$ cat src/rtl/dom_rand_source.sv
// dom_rand_source
// Fresh-randomness source for the 4-share DOM AND gadget. A 32-bit LFSR is
// loaded from an external seed and run through a warm-up phase. After that it
// advances by one RAND_W-bit word each time the consumer takes a word. Once
// RESEED_INTERVAL words have been consumed, a sticky reseed request is raised.
//
// Ports:
//   clock_0        sole clock, rising edge
//   reset_0        synchronous active-high reset
//   io_seed        32-bit seed value
//   io_seed_valid  seed offered this cycle
//   io_seed_ready  seed can be accepted this cycle (low only during warm-up)
//   io_rand_en     consumer takes the current word this cycle
//   io_rand        registered random word; bit k feeds p_rand_k of the gadget
//   io_rand_valid  io_rand holds post-warm-up randomness
//   io_reseed_req  consumed-word budget exhausted (sticky until next seed)

module dom_rand_source #(
   parameter int RAND_W          = 6,
   parameter int WARMUP_CYCLES   = 8,
   parameter int RESEED_INTERVAL = 1024
) (
   input  logic              clock_0,
   input  logic              reset_0,
   input  logic [31:0]       io_seed,
   input  logic              io_seed_valid,
   output logic              io_seed_ready,
   input  logic              io_rand_en,
   output logic [RAND_W-1:0] io_rand,
   output logic              io_rand_valid,
   output logic              io_reseed_req
);

   localparam int WARM_W = (WARMUP_CYCLES < 1) ? 1 : $clog2(WARMUP_CYCLES + 1);
   localparam int WORD_W = (RESEED_INTERVAL < 2) ? 1 : $clog2(RESEED_INTERVAL + 1);
   localparam logic [WARM_W-1:0] WARM_LAST = WARM_W'(WARMUP_CYCLES);
   localparam logic [WORD_W-1:0] WORD_LAST = WORD_W'(RESEED_INTERVAL);
   localparam logic [WORD_W-1:0] WORD_PRE  = WORD_W'(RESEED_INTERVAL - 1);

   typedef enum logic [1:0] {
      IDLE,
      WARMUP,
      RUN
   } state_t;

   state_t            state;
   state_t            state_next;
   logic [31:0]       lfsr;
   logic [31:0]       lfsr_stepped;
   logic [RAND_W-1:0] word_bits;
   logic [WARM_W-1:0] warm_cnt;
   logic [WORD_W-1:0] word_cnt;
   logic              seed_take;
   logic              do_step;
   logic              warm_done;

   // One word step: RAND_W single LFSR steps chained in one cycle. The
   // feedback bit of step i becomes bit i of the new word.
   always_comb begin
      lfsr_stepped = lfsr;
      word_bits    = '0;
      for (int i = 0; i < RAND_W; i++) begin
         word_bits[i] = lfsr_stepped[31] ^ lfsr_stepped[21] ^ lfsr_stepped[1] ^ lfsr_stepped[0];
         lfsr_stepped = {lfsr_stepped[30:0], word_bits[i]};
      end
   end

   // Next-state and control decode. A seed is taken in IDLE or RUN only, and
   // a seed in RUN beats a simultaneous consumer enable. Warm-up steps every
   // cycle no matter what the consumer does.
   always_comb begin
      state_next    = state;
      io_seed_ready = (state != WARMUP);
      seed_take     = io_seed_valid & (state != WARMUP);
      do_step       = 1'b0;
      warm_done     = 1'b0;
      case (state)
         IDLE: begin
            if (seed_take) begin
               state_next = WARMUP;
            end
         end
         WARMUP: begin
            do_step = 1'b1;
            if (warm_cnt == WARM_LAST) begin
               warm_done  = 1'b1;
               state_next = RUN;
            end
         end
         RUN: begin
            if (seed_take) begin
               state_next = WARMUP;
            end else if (io_rand_en) begin
               do_step = 1'b1;
            end
         end
         default: begin
            state_next = IDLE;
         end
      endcase
   end

   // State register.
   always_ff @(posedge clock_0) begin
      if (reset_0) begin
         state <= IDLE;
      end else begin
         state <= state_next;
      end
   end

   // Datapath registers. An all-zero seed is replaced by 1 because the LFSR
   // would otherwise be stuck at zero. The word counter saturates at the
   // interval, so the request stays up while output keeps flowing.
   always_ff @(posedge clock_0) begin
      if (reset_0) begin
         lfsr          <= '0;
         io_rand       <= '0;
         io_rand_valid <= 1'b0;
         io_reseed_req <= 1'b0;
         warm_cnt      <= '0;
         word_cnt      <= '0;
      end else if (seed_take) begin
         lfsr          <= (io_seed == 32'h0) ? 32'h0000_0001 : io_seed;
         io_rand_valid <= 1'b0;
         io_reseed_req <= 1'b0;
         warm_cnt      <= '0;
         word_cnt      <= '0;
      end else if (do_step) begin
         lfsr    <= lfsr_stepped;
         io_rand <= word_bits;
         if (state == WARMUP) begin
            if (warm_done) begin
               io_rand_valid <= 1'b1;
            end else begin
               warm_cnt <= warm_cnt + 1'b1;
            end
         end else if (word_cnt != WORD_LAST) begin
            word_cnt <= word_cnt + 1'b1;
            if (word_cnt == WORD_PRE) begin
               io_reseed_req <= 1'b1;
            end
         end
      end
   end

endmodule
$ cat config.mk
export PLATFORM = sky130hd
export DESIGN_NAME = dom_rand_source
export DESIGN_NICKNAME = d
export VERILOG_FILES = /design/src/rtl/dom_rand_source.sv
export SDC_FILE = /design/constraint.sdc
export NUM_CORES = 1
export LEC_CHECK = 0
export ABC_AREA = 1
export ABC_CLOCK_PERIOD_IN_PS = 2100
export BUFFER_PORTS_ARGS = -buffer_cell sky130_fd_sc_hd__clkbuf_2
export CORE_UTILIZATION = 50
export DETAILED_ROUTE_END_ITERATION = 16
export GPL_TIMING_DRIVEN = 0
export PLACE_DENSITY = 0.78
export SLEW_MARGIN = 25
export SYNTH_ARGS = -nofsm -noshare
export SYNTH_HDL_FRONTEND = slang
export SYNTH_SLANG_ARGS = --single-unit
export TNS_END_PERCENT = 50
$ cat constraint.sdc
create_clock -name clock_0 -period 2.1 [get_ports clock_0]
set_input_delay 0.105 -clock clock_0 [delete_from_list [all_inputs] [get_ports clock_0]]
set_output_delay 0.105 -clock clock_0 [all_outputs]
set_load 0.02 [all_outputs]
== Word-level counts from Yosys, hierarchy flattened ==
Index checks and enable logic that the tools add are counted.
Operators by class
  mux-type cells: 11
  shift-type cells: 0
  divide/modulo/power cells: 0
  reduce and logical (&&, ||, !) cells: 11
  add/sub/neg operators: 2
  bitwise gates (word level): 22
  $lt $le $gt $ge: 0
  eq/ne operators: 8
  multipliers: 0
Operators by type and width (number)
  2-to-1 mux 32 bit: 3
  zero test 32 bit: 1
  bitwise XOR 1 bit: 18
  adder 11 x 1 -> 11 bit (second input constant): 1
  equality test 11 x 10 -> 1 bit (second input constant): 1
  inequality test 11 bit (second input constant): 1
  AND reduction 3 bit: 3
  adder 4 x 1 -> 4 bit (second input constant): 1
  equality test 4 bit (second input constant): 1
  2-to-1 mux 1 bit: 4
  2-to-1 mux 2 bit: 2
  inequality test 2 x 1 -> 1 bit (second input constant): 2
  case mux 2 bit (2 select lines): 1
  AND reduction 2 bit: 2
  AND reduction 4 bit: 1
  OR reduction 2 bit: 2
  NOT 1 bit: 3
  equality test 2 x 1 -> 1 bit (second input constant): 1
  equality test 2 bit (second input constant): 1
  zero test 2 bit: 1
  inequality test 2 bit (second input constant): 1
  case mux 1 bit (2 select lines): 1
  nonzero test 2 bit: 1
  bitwise AND 1 bit: 1
Storage, ports and cells
  RAM bits: 0
  bits of input ports: 36
  output and inout port bits: 9
  memories: 0
  memory bits (read-only): 0
  latch bits: 0
  bits in registers: 57
  logic and storage cells: 61

== Logic depth before layout (Yosys ltp) ==
  depth in word-level cells: 10
  mapped depth: 15
  depth with buffers taken out: 15

== Worst setup path before layout ==
No wires, ideal clock.
  path kind: register to register
  from: register state[0]
  to: register word_cnt[7]
  required time: 1.985 ns
  path buffers: 0
  setup slack: 0.336 ns
  clock period less this slack: 1.764 ns
  cell stages (with the launch flop): 11
  setup time: 0.115 ns
  arrival: 1.650 ns
  cells stage by stage: dfxtp_1 -> inv_1 -> ha_1 -> nand4_1 -> nor2_1 -> nand2_2 -> nor2_1 -> nand2_1 -> nor2_1 -> a21oi_1 -> o21a_1
On the way
  cells in the longest elaborated chain, start to end: 5
  elaborated cells between the ends (all ways): 9
RTL lines
  start: declaration: RTL line 46  | state_t state;
  start signal: assignment: RTL line 108  | state <= state_next;
  inequality test 2 x 1 -> 1 bit: RTL line 74  | seed_take = io_seed_valid & (state != WARMUP);
  bitwise AND 1 bit: RTL line 74
  2-to-1 mux 1 bit: RTL line 91  | if (seed_take) begin
  case mux 1 bit (2 select lines): RTL line 77  | case (state)
  AND reduction 3 bit (no line)
  end signal: assignment: RTL line 139  | word_cnt <= word_cnt + 1'b1;
  end: declaration: RTL line 52  | logic [WORD_W-1:0] word_cnt;
Several ways; a longest one is shown, not always the timed one.
A chain may end at the register's enable or synchronous reset.

== Worst setup path in the final report ==
  from: register state[1]
  to: register lfsr[31]
On the way
  cells in the longest elaborated chain, start to end: 5
  elaborated cells between the ends (all ways): 8
RTL lines
  inequality test 2 x 1 -> 1 bit: RTL line 74
  bitwise AND 1 bit: RTL line 74
  2-to-1 mux 1 bit: RTL line 91
  case mux 1 bit (2 select lines): RTL line 77
  nonzero test 2 bit (no line)
  end signal: assignment: RTL line 124  | lfsr <= (io_seed == 32'h0) ? 32'h0000_0001 : io_seed;
  end signal: assignment: RTL line 130  | lfsr <= lfsr_stepped;
  end: declaration: RTL line 48  | logic [31:0] lfsr;
Several ways; a longest one is shown, not always the timed one.

==> impl_metrics.csv <==
group,metric,value,unit
sta,finClkSkew,6.578,ps
global_route,track_usage,23.76,%
pwr,p_leak,1.334,nW
sta,finalCritPeriodShare,94.69,%
layout,design_area,3356,µm²
detailed_routing,viasPerCell,5.183,
layout,area_growth,18.88,%
clock_tree,h-tree-depth,3,
synthesis,netlist_area,2823,µm²
sta,finalSetupViolCount,0,
floorplanning,dieArea,5950,µm²
synthesis,ys_warn_count,0,
layout,multi_input_area,1505,µm²
synthesis,yosys_register_bits,57,
sta,hold_viol_final,0,
worst_setup_path,worst-setup-path-type,"flip-flop to flip-flop",
sta,slew_viol_final,0,
global_route,grt_max_degree,11,
placed_design,dp_hpwl,4887,µm
layout,drive_gt1_share,21.09,%
clock_tree,cts_buffers,9,
floorplanning,start_util,53.56,%
layout,finalNetCount,499,
placed_design,place_ws,66.84,ps
clock_tree,clk_latency,340,ps
worst_setup_path,end_kind,"flip-flop",
synthesis,syn_nets,444,
global_route,grt_pass1_wl,11030,µm
detailed_routing,drt_iter0_markers,182,
placed_design,dp_cells,513,
floorplanning,fp.dieH,77.14,µm
detailed_routing,vias,2747,
detailed_routing,wl_per_cell,12.39,µm
clock_tree,cts_buffer_depth,2,
synthesis,yosys.area.top_type,"dfxtp_1",
detailed_routing,drt-pass1-iter-count,5,
hold_path,hold_path.class,"input pin to flip-flop",
synthesis,synth_cells,400,
detailed_routing,drt_wl_total,6568,µm
flow_run,maxCapViolations,0,
clock_tree,cts.sink_count,57,
sta,rsz0062_at_grt,"true",
synthesis,ys_seq_area_share,40.43,%
sta,tightest_slew,644.6,ps
synthesis,synth_top_area_share,40.43,%
layout,fin_cells,530,
detailed_routing,drc,0,
outcome,status,"finished clean",
global_route,grt_antenna_before_repair,0,
clock_tree,cts_tree,"yes",
layout,diodes,0,
floorplanning,num_rows,26,
floorplanning,io_pins,45,
sta,relSlewSlack,56.87,%
global_route,grt_overflow,0,
synthesis,avgSynthCellArea,7.057,µm²
sta,layout_min_cycle_time,1989,ps
floorplanning,fp.coreArea,5270,µm²
worst_setup_path,cp.required,2360,ps
worst_setup_path,cp.arrival,2250,ps
floorplanning,die_w,77.14,µm
clock_tree,clk_pin_slew,70,ps
pwr,max-vdd-ir-drop,0.6031,mV
worst_setup_path,startpoint_type,"flip-flop",
worst_setup_path,crit_fanout,10,
placed_design,placed_area,3126,µm²
placed_design,portBuffers,43,
sta,max_freq,502.9,MHz
detailed_routing,final_antenna_net_count,0,
sta,timing.final.ws_setup,111.4,ps
synthesis,synth_top_cells_by_area,"dfxtp_1 (40%), nand2_1 (17%), a31oi_1 (7.1%)",
clock_tree,root_buffer,"clkbuf_8",
pwr,powerDensity,789.7,nW/µm²
pwr,fin_total_pwr,2.650,mW
layout,regArea,1141,µm²
global_route,first_global_vias,2446,
layout,nFillCells,457,
placed_design,gp_congestion,0.8486,
synthesis,synth_cell_types,30,
clock_tree,ctsHoldBuffers,0,
## worst max-delay path, stage by stage, from the launching register on
cell and delay, ps:
dfxtp_1 380, inv_1 80, ha_1 170, buf_2 170, nor2_2 370, clkbuf_1 430, nand2_1 110, a31oi_1 190
## Yosys cell counts
cell	count
o21ai_0	8
xnor2_1	4
nand2_1	128
nor3_2	1
a21o_1	1
a22oi_1	1
nor2_1	31
nand2_2	10
o21a_1	1
a31oi_1	32
dfxtp_1	57
nand3b_1	2
nand3_1	10
nand4_1	9
xnor2_2	1
nand2_4	3
inv_2	5
ha_1	8
xor2_1	1
inv_1	31
o21ai_1	2
nor3_1	4
nor2_2	1
nor3b_1	1
clkbuf_1	11
a21oi_1	25
buf_2	4
or2_2	1
nand3_2	5
nor4_1	2
## final cells by class
class	count	area share [%]
Clock inverter	5	1.641
Buffer	15	2.013
Timing Repair Buffer	44	6.637
Clock buffer	11	4.213
Tap cell	70	2.610
Sequential cell	57	34.00
Multi-Input combinational cell	292	44.85
Inverter	36	4.027
## cell usage in the layout, fill, tap and decap left out, drive strengths merged
cell type	synthesis	layout
nand2	141	141
clkbuf	11	66
dfxtp	57	57
inv	36	36
a31oi	32	32
nor2	32	32
a21oi	25	25
nand3	15	15
o21ai	10	10
nand4	9	9
ha	8	8
xnor2	5	5
nor3	5	5
buf	4	4
nor4	2	2
nand3b	2	2
clkinv	0	2
clkinvlp	0	2
xor2	1	1
or2	1	1
a21o	1	1
a22oi	1	1
o21a	1	1
nor3b	1	1
bufinv	0	1
## repair_timing
item,CTS,global route
gates resized for setup,0,13
setup buffers,0,1
setup endpoints to repair,0,10
## logic make-up after synthesis
| logic type | synth area share [%] |
|---|---|
| AND/OR/NAND/NOR | 32.85 |
| AO/OA/AOI/OAI | 14.10 |
| flip-flops | 40.43 |
| buffers and inverters | 6.959 |
| adder cells (fa/ha/maj) | 3.546 |
| XOR/XNOR | 2.128 |
## report_power, final
group          total [mW]  switching [mW]  internal, mW  leakage [nW]
Combinational       0.452           0.288         0.164         0.773
Sequential           1.18          0.0411          1.14         0.465
Clock                1.02           0.443         0.576        0.0953
## flip-flops by register name, indices dropped and copies added, names as in the netlist
register	flops
state	2
warm_cnt	4
word_cnt	11
lfsr	32
io_rand_valid	1
io_rand	6
io_reseed_req	1
## stage by stage
step	hold WS (ps)	setup TNS, ps	util [%]
after floorplan	272.9	0	-
after global placement	378.3	0	59.31
after detailed placement	380.5	0	59.31
after CTS	18.23	0	63.03
after global routing	22.82	-135.5	63.68
final	25.12	0	63.68
## worst paths after layout
| check | cells past startpoint | startpoint | slack, ps | endpoint |
|---|---|---|---|---|
| worst max-delay path | 7 | state[1]$_SDFFE_PP0P_ | 110 | lfsr[31]$_SDFFE_PP0P_ |
| worst min-delay path | 3 | io_seed[8] | 30 | lfsr[8]$_SDFFE_PP0P_ |
| worst max register to register | 7 | state[1]$_SDFFE_PP0P_ | 110 | lfsr[31]$_SDFFE_PP0P_ |
| worst min register to register | 2 | io_rand[2]$_SDFFE_PP0P_ | 470 | io_rand[2]$_SDFFE_PP0P_ |
## layer usage
metal / vias up / part of all wire [%] / wire length (µm) / GRT usage, %
met5: - / 0 / 0 / 0
met3: 10 / 5.6 / 367 / 7.857
met4: 0 / 1.5 / 98 / 6.981
met2: 63 / 45 / 2981 / 37.88
li1: 1426 / - / - / -
met1: 1248 / 48 / 3121 / 30.33
Note: power is estimated with default switching activity, not from simulation.
